--- config.mk ---
export PLATFORM = sky130hd
export DESIGN_NAME = mem_param_ctrl
export DESIGN_NICKNAME = d
export VERILOG_FILES = /design/src/rtl/mem_param_ctrl.sv
export SDC_FILE = /design/constraint.sdc
export NUM_CORES = 1
export LEC_CHECK = 0
export BUFFER_PORTS_ARGS = -buffer_cell sky130_fd_sc_hd__buf_4
export CAP_MARGIN = 20
export CORE_MARGIN = 2
export CORE_UTILIZATION = 61
export CTS_BUF_LIST = sky130_fd_sc_hd__clkbuf_8 sky130_fd_sc_hd__clkbuf_16
export DETAILED_ROUTE_END_ITERATION = 8
export PLACE_DENSITY_LB_ADDON = 0.12
export SYNTH_ARGS = -nofsm -noshare
export SYNTH_HDL_FRONTEND = slang
export SYNTH_SLANG_ARGS = --single-unit
--- constraint.sdc ---
create_clock -name clk -period 2.3 [get_ports clk]
set_input_delay 0.23 -clock clk [delete_from_list [all_inputs] [get_ports clk]]
set_output_delay 0.23 -clock clk [all_outputs]
set_load 0.05 [all_outputs]
--- src/rtl/mem_param_ctrl.sv ---
// mem_param_ctrl: single-port synchronous memory with byte-enable writes,
// a 1- or 2-cycle registered read path and a clear sequencer that zeroes
// every location after reset or on a clr request.
module mem_param_ctrl #(
  parameter int DATA_W = 16,
  parameter int ADDR_W = 4,
  parameter int RD_LAT = 1
) (
  input  logic                  clk,
  input  logic                  reset,
  input  logic                  rd_en,
  input  logic                  wr_en,
  input  logic [ADDR_W-1:0]     addr,
  input  logic [DATA_W-1:0]     wdata,
  input  logic [DATA_W/8-1:0]   be,
  input  logic                  clr,
  output logic [DATA_W-1:0]     rdata,
  output logic                  rd_valid,
  output logic                  busy,
  output logic                  err
);

  localparam int BE_W  = DATA_W / 8;
  localparam int DEPTH = 2 ** ADDR_W;

  localparam logic [0:0] ST_CLEAR = 1'b0;
  localparam logic [0:0] ST_READY = 1'b1;

  localparam logic [ADDR_W-1:0] LAST_ADDR = '1;

  logic [0:0]        state_q, state_d;
  logic [ADDR_W-1:0] ptr_q, ptr_d;
  logic              err_q, err_d;

  logic [DATA_W-1:0] mem_q [DEPTH];

  logic              mem_we_d;
  logic [ADDR_W-1:0] mem_waddr_d;
  logic [DATA_W-1:0] mem_wdata_d;
  logic [BE_W-1:0]   mem_be_d;
  logic              rd_acc_d;

  logic [DATA_W-1:0] rdata_p1_q, rdata_p1_d;
  logic              vld_p1_q, vld_p1_d;

  // Sequencer: sweep zeroes during CLEAR, user accesses only in READY
  always_comb begin
    state_d     = state_q;
    ptr_d       = ptr_q;
    err_d       = 1'b0;
    mem_we_d    = 1'b0;
    mem_waddr_d = addr;
    mem_wdata_d = wdata;
    mem_be_d    = be;
    rd_acc_d    = 1'b0;
    if (state_q == ST_CLEAR) begin
      mem_we_d    = 1'b1;
      mem_waddr_d = ptr_q;
      mem_wdata_d = '0;
      mem_be_d    = '1;
      err_d       = rd_en | wr_en;
      if (ptr_q == LAST_ADDR) begin
        state_d = ST_READY;
      end else begin
        ptr_d = ptr_q + 1'b1;
      end
    end else begin
      mem_we_d = wr_en;
      rd_acc_d = rd_en;
      // The access on the clr edge is still honoured; the sweep starts next edge
      if (clr) begin
        state_d = ST_CLEAR;
        ptr_d   = '0;
      end
    end
  end

  // Control state and error pulse
  always_ff @(posedge clk) begin
    if (!reset) begin
      state_q <= ST_CLEAR;
      ptr_q   <= '0;
      err_q   <= 1'b0;
    end else begin
      state_q <= state_d;
      ptr_q   <= ptr_d;
      err_q   <= err_d;
    end
  end

  // Memory array with per-byte write gating; not reset, the sweep zeroes it
  always_ff @(posedge clk) begin
    if (reset && mem_we_d) begin
      for (int i = 0; i < BE_W; i++) begin
        if (mem_be_d[i]) begin
          mem_q[mem_waddr_d][8*i +: 8] <= mem_wdata_d[8*i +: 8];
        end
      end
    end
  end

  // Read stage 1: array is sampled before this edge's write (read-first)
  always_comb begin
    vld_p1_d   = rd_acc_d;
    rdata_p1_d = rd_acc_d ? mem_q[addr] : rdata_p1_q;
  end

  // ---- stage p1 boundary ----
  always_ff @(posedge clk) begin
    if (!reset) begin
      rdata_p1_q <= '0;
      vld_p1_q   <= 1'b0;
    end else begin
      rdata_p1_q <= rdata_p1_d;
      vld_p1_q   <= vld_p1_d;
    end
  end

  if (RD_LAT >= 2) begin : g_lat2
    logic [DATA_W-1:0] rdata_p2_q, rdata_p2_d;
    logic              vld_p2_q, vld_p2_d;

    // Read stage 2: extra output register, holds data between valid pulses
    always_comb begin
      vld_p2_d   = vld_p1_q;
      rdata_p2_d = vld_p1_q ? rdata_p1_q : rdata_p2_q;
    end

    // ---- stage p2 boundary ----
    always_ff @(posedge clk) begin
      if (!reset) begin
        rdata_p2_q <= '0;
        vld_p2_q   <= 1'b0;
      end else begin
        rdata_p2_q <= rdata_p2_d;
        vld_p2_q   <= vld_p2_d;
      end
    end

    assign rdata    = rdata_p2_q;
    assign rd_valid = vld_p2_q;
  end else begin : g_lat1
    assign rdata    = rdata_p1_q;
    assign rd_valid = vld_p1_q;
  end

  assign busy = (state_q == ST_CLEAR);
  assign err  = err_q;

endmodule

==> out/metrics.cfg, run 1 <==
[outcome]
status = completed

[worst_hold_path]
hold_depth = 4
whs_endpoint = ptr_q[2]
hold_class = input pin to register
hold_path.startpoint = clr

[clocking]
cts.sinks = 279
cts_buffers = 27
root_buffer = clkbuf_16
insertion_delay_ns = 0.53
cts_setup_buffers = 0
clkSlewWorstSetupHoldPaths_ns = 0.06
cts_tree = built
htreeDepth = 1
clock_path_buffers = 3

[final_layout]
n_antenna_cell = 0
mostFrequentLayoutCell = edfxtp_1
final_net_count = 661
final_cell_mix = edfxtp_1 (256), buf_4 (80), mux4_2 (44)
final_util_pct = 70.83
syn_to_final_growth_pct = 14.92
design_area_um2 = 12590
layout-drive-gt1-share_pct = 28.18

[timing]
totalNegativeSetupSlack_ns = 0
hold_viol = 0
rsz0062_at_grt = no
final_max_slew_viol_count = 0
max_freq_ghz = 0.4692
clock_skew_ns = 0.01880
tightestPinTransition_ns = 0.9211
finalWorstSetupSlack_ns = 0.1686
layout_min_cycle_time_ns = 2.131
hold_slack_ns = 0.02482
period_share_pct = 92.67
relSlewSlack_pct = 38.36
setup_viol = 0

[pwr]
peakVddDrop_mv = 0.6527
power_density_nw_per_um2 = 790.0
p_leak_nw = 4.111

[drt]
via_per_inst = 6.364
wl_met1_um = 9400
post_drt_wl_per_cell_um = 25.18
wl_met2_um = 10390
drc = 0
drtPass1Iterations = 5
drt-initial-drc-count = 680
wirelength_um = 22210
drtAntennaViolNets = 0
wl_met3_um = 1953
routed.top_layer = met4
num_vias = 5613

[placed_design]
dpl_cell_area_um2 = 11770
io_buffers = 45
gp_congestion = 0.8857
pre_cts_ws_ns = 0.1564
hpwlAfterDp_um = 14240

[yosys]
yosysUniqueCellTypes = 39
yosys-top-cells-area = edfxtp_1 (70%), mux4_2 (9.0%), mux4_1 (4.3%)
seq_area_frac_synth_pct = 74.35
ys.flop_type = edfxtp_1
syn_avg_cell_area_um2 = 20.07
synth_edf_count = 256
synthesis.nets = 574
ys_seq_elements = 279
synth_area_um2 = 10960
synthCells = 546
ys_warn_count = 0
synth-async-reset-ratio_pct = 0
synth_area_leader_cell = edfxtp_1
yosys.area.top_type_share_pct = 70.15

[floorplanning]
die_area_um2 = 19050
die_w_um = 138.0
die_h_um = 138.0
initial_core_util_pct = 61.63
core_area_um2 = 17780
boundaryPins = 46
fp-row-count = 49

[critical_path]
arrival_ns = 2.27
r2r_setup_slack_ns = 0.17
r2r_start = state_q
cp-start-kind = register
crit_fanout = 13
critPathKind = register to register
end_kind = register
r2r_cells = 4
r2r_end = mem_q[13][13]
worstPathRequired_ns = 2.44

[global_routing]
antenna_found_initial = 0
grtUsageTotal_pct = 23.57
grt_max_degree = 49
grt_pass1_vias = 5648
grt_pass1_wl_um = 33830
overflow = 0

[run]
drv_cap = 0

sequential cells by signal, indices dropped and copies added, names as in the netlist:
| name | count |
|---|---|
| rd_valid | 1 |
| state_q | 1 |
| rdata | 16 |
| err | 1 |
| ptr_q | 4 |
| mem_q | 256 |
report_power, final:
group          switching [mW]  internal [mW]
combinational           0.228          0.223
clock                    1.73           2.22
sequential             0.0254           5.53
total                    1.98           7.97
synth_stat cells, drive strengths merged, types with 8 or more instances:
cell type and number:
nor2 33, a31oi 10, nand2b 8, edfxtp 256, and2 18, dfxtp 23
o21ai 16, mux4 62, a22oi 16, mux2i 18, mux2 16, buf 22
cells by family (layout without fill, tap and decap cells):
| kind of cell | Yosys count | in the layout | share of synthesized area [%] |
|---|---|---|---|
| mux | 96 | 96 | 16.65 |
| compound gates | 52 | 52 | 3.163 |
| flops | 279 | 279 | 74.35 |
| fa+ha+maj | 1 | 1 | 0.1142 |
| buf+inv | 34 | 141 | 1.758 |
| simple gates | 84 | 84 | 3.962 |
worst max-delay path, cell delays in order, from the launching register on:
cell      delay [ns]
dfxtp_1         0.55
and3_1          0.24
a31oi_1         0.07
nand2b_1        0.27
nor2_1          0.63
layer usage:
layer	vias to the layer above	global-route usage, %
li1	2412	-
met4	0	5.854
met5	-	0
met1	2890	37.18
met2	275	35.41
met3	36	3.983
through the flow:
stage          total power [mW]  cells
6_report                  9.949    882
5_1_grt                   10.25    882
4_1_cts                   10.01    882
3_5_place_dp              6.111    831
3_3_place_gp              6.099    831
2_1_floorplan             5.951    546
layout make-up:
| class | instances | area [um^2] |
|---|---|---|
| fillers | 1099 | 5186 |
| inverters | 5 | 18.77 |
| flip-flops and latches | 279 | 8148 |
| well taps | 229 | 286.5 |
| clock inverters | 19 | 82.58 |
| repair buffers | 87 | 720.7 |
| clock buffers | 30 | 716.9 |
| multi-input cells | 233 | 2620 |
how the worst max path moves through the flow:
stage	to	startpoint	slack, ns
finish	mem_q[13][13]	state_q	0.17
global route	mem_q[12][3]	state_q	0.03
CTS	mem_q[15][10]	state_q	0.14
detailed placement	mem_q[15][14]	state_q	0.16
global placement	mem_q[15][14]	state_q	0.24
floorplan	mem_q[13][10]	state_q	0.19
repair_timing:
action / in CTS / in global routing
resized for setup: 0 / 1
setup endpoints to repair: 0 / 8
hold buffers: 2 / 0
endpoints found under the hold margin: 3 / 0
(Power assumes the default switching activity.)
==> run 2: changes to the inputs <==
--- a/config.mk
+++ b/config.mk
@@ -11,7 +11,7 @@
 export CORE_UTILIZATION = 61
 export CTS_BUF_LIST = sky130_fd_sc_hd__clkbuf_8 sky130_fd_sc_hd__clkbuf_16
 export DETAILED_ROUTE_END_ITERATION = 8
-export PLACE_DENSITY_LB_ADDON = 0.12
+export PLACE_DENSITY = 0.79
 export SYNTH_ARGS = -nofsm -noshare
 export SYNTH_HDL_FRONTEND = slang
 export SYNTH_SLANG_ARGS = --single-unit
==> run 2 against run 1 <==
Setup slack worse by 0.025 ns. Total power increased by 7.1%. Register-to-register slack got worse by 0.02 ns. Largest power group unchanged. Combinational power shrank 1%. Maximum frequency down 1.1%. Critical path depth is 2 higher. Global-route usage down 0.43 points. Non-clock buffer count increased by 9. Critical endpoint is now mem_q[9][6]. Critical path type unchanged.
==> out/metrics.cfg, run 2 (same netlist as run 1, synthesis figures left out) <==
[timing]
clock_skew_ns = 0.01532
tightestPinTransition_ns = 0.6561
hold_viol = 0
period_share_pct = 93.75
totalNegativeSetupSlack_ns = 0
layout_min_cycle_time_ns = 2.156
final_max_slew_viol_count = 0
rsz0062_at_grt = no
setup_viol = 0
max_freq_ghz = 0.4638
relSlewSlack_pct = 56.10

[floorplanning]
core_area_um2 = 17780
fp-row-count = 49
initial_core_util_pct = 61.63
die_h_um = 138.0
die_area_um2 = 19050
boundaryPins = 46
die_w_um = 138.0

[placed_design]
dp.cells = 840
gp_congestion = 0.8829
hpwlAfterDp_um = 13600
io_buffers = 45

[final_layout]
largest-register = mem_q
layout-drive-gt1-share_pct = 29.71
mostFrequentLayoutCell = edfxtp_1
final_cell_mix = edfxtp_1 (256), buf_4 (93), mux4_2 (44)
largest_reg_flops = 256
n_antenna_cell = 0
syn_to_final_growth_pct = 16.44
final-instance-count-excl-fill = 892
final_net_count = 670

[drt]
drt-initial-drc-count = 551
num_vias = 5599
drtAntennaViolNets = 0
drc = 0
wirelength_um = 21700
post_drt_wl_per_cell_um = 24.33
via_per_inst = 6.277
drtPass1Iterations = 5

[critical_path]
critPathKind = register to register
crit_fanout = 18
arrival_ns = 2.43
r2r_end = mem_q[9][6]
r2r_setup_slack_ns = 0.14
end_kind = register
r2r_cells = 6
cp-start-kind = register
worstPathRequired_ns = 2.58
r2r_start = state_q

[worst_hold_path]
hold_class = input pin to register
whs_endpoint = err
hold_path.startpoint = wr_en
hold_depth = 2

[clocking]
htreeDepth = 1
cts.sinks = 279
insertion_delay_ns = 0.53
root_buffer = clkbuf_16
cts_buffers = 27
clock_path_buffers = 3
cts_tree = built
cts_resized = 0
clkSlewWorstSetupHoldPaths_ns = 0.07

[pwr]
peakVddDrop_mv = 0.7164
p_leak_nw = 4.214
power_density_nw_per_um2 = 835.0

[global_routing]
overflow = 0
grtUsageTotal_pct = 23.13
antenna_found_initial = 0
grt_pass1_vias = 5651
grt_max_degree = 22
grt_pass1_wl_um = 33440

[run]
drv_cap = 0

[outcome]
status = completed

-- run 2: cell count changes in the layout (fill, tap and decap cells not counted), sizes merged --
cell	before	now
clkinv	12	4
bufinv	0	6
buf	85	94
inv	11	14
clkbuf	30	28
clkinvlp	1	3
-- run 2: how the worst max path moves through the flow --
stage / startpoint / endpoint / slack [ns] / cells after the start
after floorplan: state_q / mem_q[13][10] / 0.19 / 5
after global placement: addr[3] / mem_q[9][12] / 0.30 / 6
after detailed placement: addr[3] / mem_q[9][9] / 0.22 / 6
after CTS: state_q / mem_q[9][3] / 0.21 / 6
after global routing: state_q / mem_q[5][2] / 0.01 / 6
final: state_q / mem_q[9][6] / 0.14 / 6
-- run 2: through the flow --
stage	setup WS (ns)	instance area (um^2)	utilization, %	hold slack [ns]	power (mW)
after floorplan	0.1922	10960	-	0.3517	5.951
after CTS	0.2117	12760	71.77	0.005543	10.71
after global routing	0.01499	12760	71.77	0.009435	10.91
after detailed placement	0.2227	11790	66.31	0.4979	6.096
after global placement	0.3003	11790	66.31	0.4906	6.086
final	0.1439	12760	71.77	0.01605	10.65
-- run 2: repair_timing --
action / CTS / global route
setup buffers: 0 / 0
endpoints found under the hold margin: 3 / 0
hold buffers: 2 / 0
-- run 2: area by class of cell --
type	instances	area (um^2)
flip-flops and latches	279	8148
multi-input cells	233	2618
inverters	5	18.77
well taps	229	286.5
fillers	1004	5020
clock buffers	28	689.4
repair buffers	96	738.2
clock inverters	22	261.5
-- run 2: where the power goes --
group | internal [mW] | total [mW] | switching, mW | leakage (nW)
clock | 2.84 | 4.66 | 1.81 | 0.488
sequential | 5.53 | 5.55 | 0.0236 | 2.37
combinational | 0.219 | 0.445 | 0.226 | 1.36
total | 8.59 | 10.7 | 2.06 | 4.21
-- run 2: routing by layer --
| layer | GRT usage [%] | up-vias | share of wire (%) |
|---|---|---|---|
| met5 | 0 | - | 0 |
| met4 | 6.713 | 0 | 2.4 |
| met3 | 3.291 | 53 | 7.1 |
| met2 | 37.57 | 262 | 49 |
| met1 | 33.72 | 2844 | 42 |
| li1 | - | 2440 | - |
-- run 2: critical path, stage by stage, from the launching register on --
cell and delay (ns):
dfxtp_1 0.64, buf_4 0.24, nor3b_1 0.06, a31oi_1 0.41
nand2b_1 0.26, nor2_1 0.07, buf_4 0.21
==> run 3: changes to the inputs <==
--- a/config.mk
+++ b/config.mk
@@ -8,10 +8,10 @@
 export BUFFER_PORTS_ARGS = -buffer_cell sky130_fd_sc_hd__buf_4
 export CAP_MARGIN = 20
 export CORE_MARGIN = 2
-export CORE_UTILIZATION = 61
-export CTS_BUF_LIST = sky130_fd_sc_hd__clkbuf_8 sky130_fd_sc_hd__clkbuf_16
+export CORE_UTILIZATION = 64
+export CTS_BUF_LIST = sky130_fd_sc_hd__clkbuf_4 sky130_fd_sc_hd__clkbuf_8
 export DETAILED_ROUTE_END_ITERATION = 8
-export PLACE_DENSITY = 0.79
+export PLACE_DENSITY = 0.82
 export SYNTH_ARGS = -nofsm -noshare
 export SYNTH_HDL_FRONTEND = slang
 export SYNTH_SLANG_ARGS = --single-unit
==> run 3 against run 2 <==
Worst hold slack got worse by 0.0092 ns. Sequential share of layout area increased by 1.2 points. Final area decreased by 1.9%. Critical endpoint is now mem_q[10][15]. Highest routed layer unchanged.
==> out/metrics.cfg, run 3 (same netlist as run 1, synthesis figures left out) <==
[timing]
setup_viol = 0
clock_skew_ns = 0.02876
final_max_slew_viol_count = 0
max_freq_ghz = 0.4472
tightestPinTransition_ns = 0.8700
hold_viol = 0
relSlewSlack_pct = 41.79
layout_min_cycle_time_ns = 2.236
period_share_pct = 97.23

[pwr]
p_leak_nw = 4.090
total_power_mw = 9.695
peakVddDrop_mv = 0.5130
power_density_nw_per_um2 = 774.4

[final_layout]
syn_to_final_growth_pct = 14.25
layout-drive-gt1-share_pct = 31.70
largest-register = mem_q
largest_reg_flops = 256
final_net_count = 673
n_antenna_cell = 0
final_cell_mix = edfxtp_1 (256), buf_4 (80), mux4_2 (44)
design_area_um2 = 12520
mostFrequentLayoutCell = edfxtp_1

[drt]
post_drt_wl_per_cell_um = 24.56
wirelength_um = 21910
via_per_inst = 6.294
drc = 0
num_vias = 5614
drtAntennaViolNets = 0
drtPass1Iterations = 7
drt-initial-drc-count = 687

[clocking]
htreeDepth = 2
clkSlewWorstSetupHoldPaths_ns = 0.06
cts.sinks = 279
clock_path_buffers = 3
cts_tree = built
cts_setup_buffers = 0
root_buffer = clkbuf_8
cts_buffers = 41
insertion_delay_ns = 0.53

[worst_hold_path]
hold_class = input pin to register
hold_path.startpoint = rd_en
hold_depth = 2
whs_endpoint = err

[critical_path]
r2r_start = state_q
worstPathRequired_ns = 2.45
crit_chain = buf_4 -> a31oi_1 -> nand2b_1 -> nor2_1
r2r_setup_slack_ns = 0.06
arrival_ns = 2.39
critPathKind = register to register
crit_slowest_cell = nor2_1
r2r_end = mem_q[10][15]
cp-start-kind = register
end_kind = register
r2r_cells = 4
startpoint = state_q
crit_fanout = 9
critPathMaxStageDelay_ns = 0.68

[placed_design]
hpwlAfterDp_um = 14090
gp_congestion = 0.8793
io_buffers = 45
dpl_cell_area_um2 = 11740

[global_routing]
grtUsageTotal_pct = 25.56
overflow = 0
grt_pass1_vias = 5784
antenna_found_initial = 0
grt_max_degree = 35
grt_pass1_wl_um = 33860

[floorplanning]
initial_core_util_pct = 65.84
die_h_um = 134.9
die_area_um2 = 18180
die_w_um = 134.9
boundaryPins = 46
fp-row-count = 47
core_area_um2 = 16640

[run]
drv_cap = 0

[outcome]
status = completed

-- run 3: changes by cell type in the layout (fill, tap and decap cells not counted), moves of 4 or more --
cell,before,now
clkbuf_16,27,0
buf_4,93,80
clkbuf_8,1,43
nor2_1,33,29
nor2_2,0,4
clkbuf_4,0,16
bufinv_16,6,0
clkinv_1,0,6
inv_1,13,5
-- run 3: worst max-delay path: cells and delay by family (launching register included) --
family,cells,cell delay (ns)
compound gates,1,0.12
buf+inv,1,0.23
flops,1,0.55
simple gates,2,0.95
-- run 3: through the flow --
step	instances	setup TNS, ns	setup slack (ns)	util, %	hold slack (ns)
finish	892	0	0.06366	75.23	0.006891
global route	892	-0.05930	-0.01044	75.23	0.008292
CTS	892	0	0.05339	75.17	0.002160
detailed placement	821	0	0.1103	70.54	0.4949
global placement	821	0	0.2273	70.54	0.4801
floorplan	546	0	0.1922	-	0.3517
-- run 3: repair_timing --
| item | in CTS | in global routing |
|---|---|---|
| endpoints found under the hold margin | 3 | 0 |
| gates resized for setup | 0 | 4 |
| hold buffers | 1 | 0 |
| endpoints found under the setup margin | 0 | 19 |
-- run 3: per-layer routing --
metal,global-route usage [%],vias to the layer above,wire length (um)
li1,-,2437,-
met1,38.74,2856,9203
met2,38.97,280,10680
met3,4.617,41,1521
met4,8.070,0,501
met5,0,-,0
-- run 3: cell type report --
cell class / count / area (um^2)
clock buffer: 59 / 711.9
clock inverter: 11 / 47.55
fill: 901 / 4123
inverter: 5 / 18.77
multi-input combinational: 233 / 2628
sequential: 279 / 8148
tap: 220 / 275.3
timing repair buffer: 85 / 690.7
-- run 3: worst max path at each step --
stage                    endpoint  slack (ns)
floorplan           mem_q[13][10]        0.19
global placement     mem_q[9][14]        0.23
detailed placement    mem_q[9][1]        0.11
CTS                   mem_q[9][6]        0.05
global route        mem_q[10][15]       -0.01
finish              mem_q[10][15]        0.06
-- run 3: report_power, final --
part | switching (mW) | total [mW] | internal, mW
registers | 0.0212 | 5.55 | 5.53
logic | 0.232 | 0.452 | 0.220
clock network | 1.71 | 3.69 | 1.98
total | 1.96 | 9.69 | 7.73
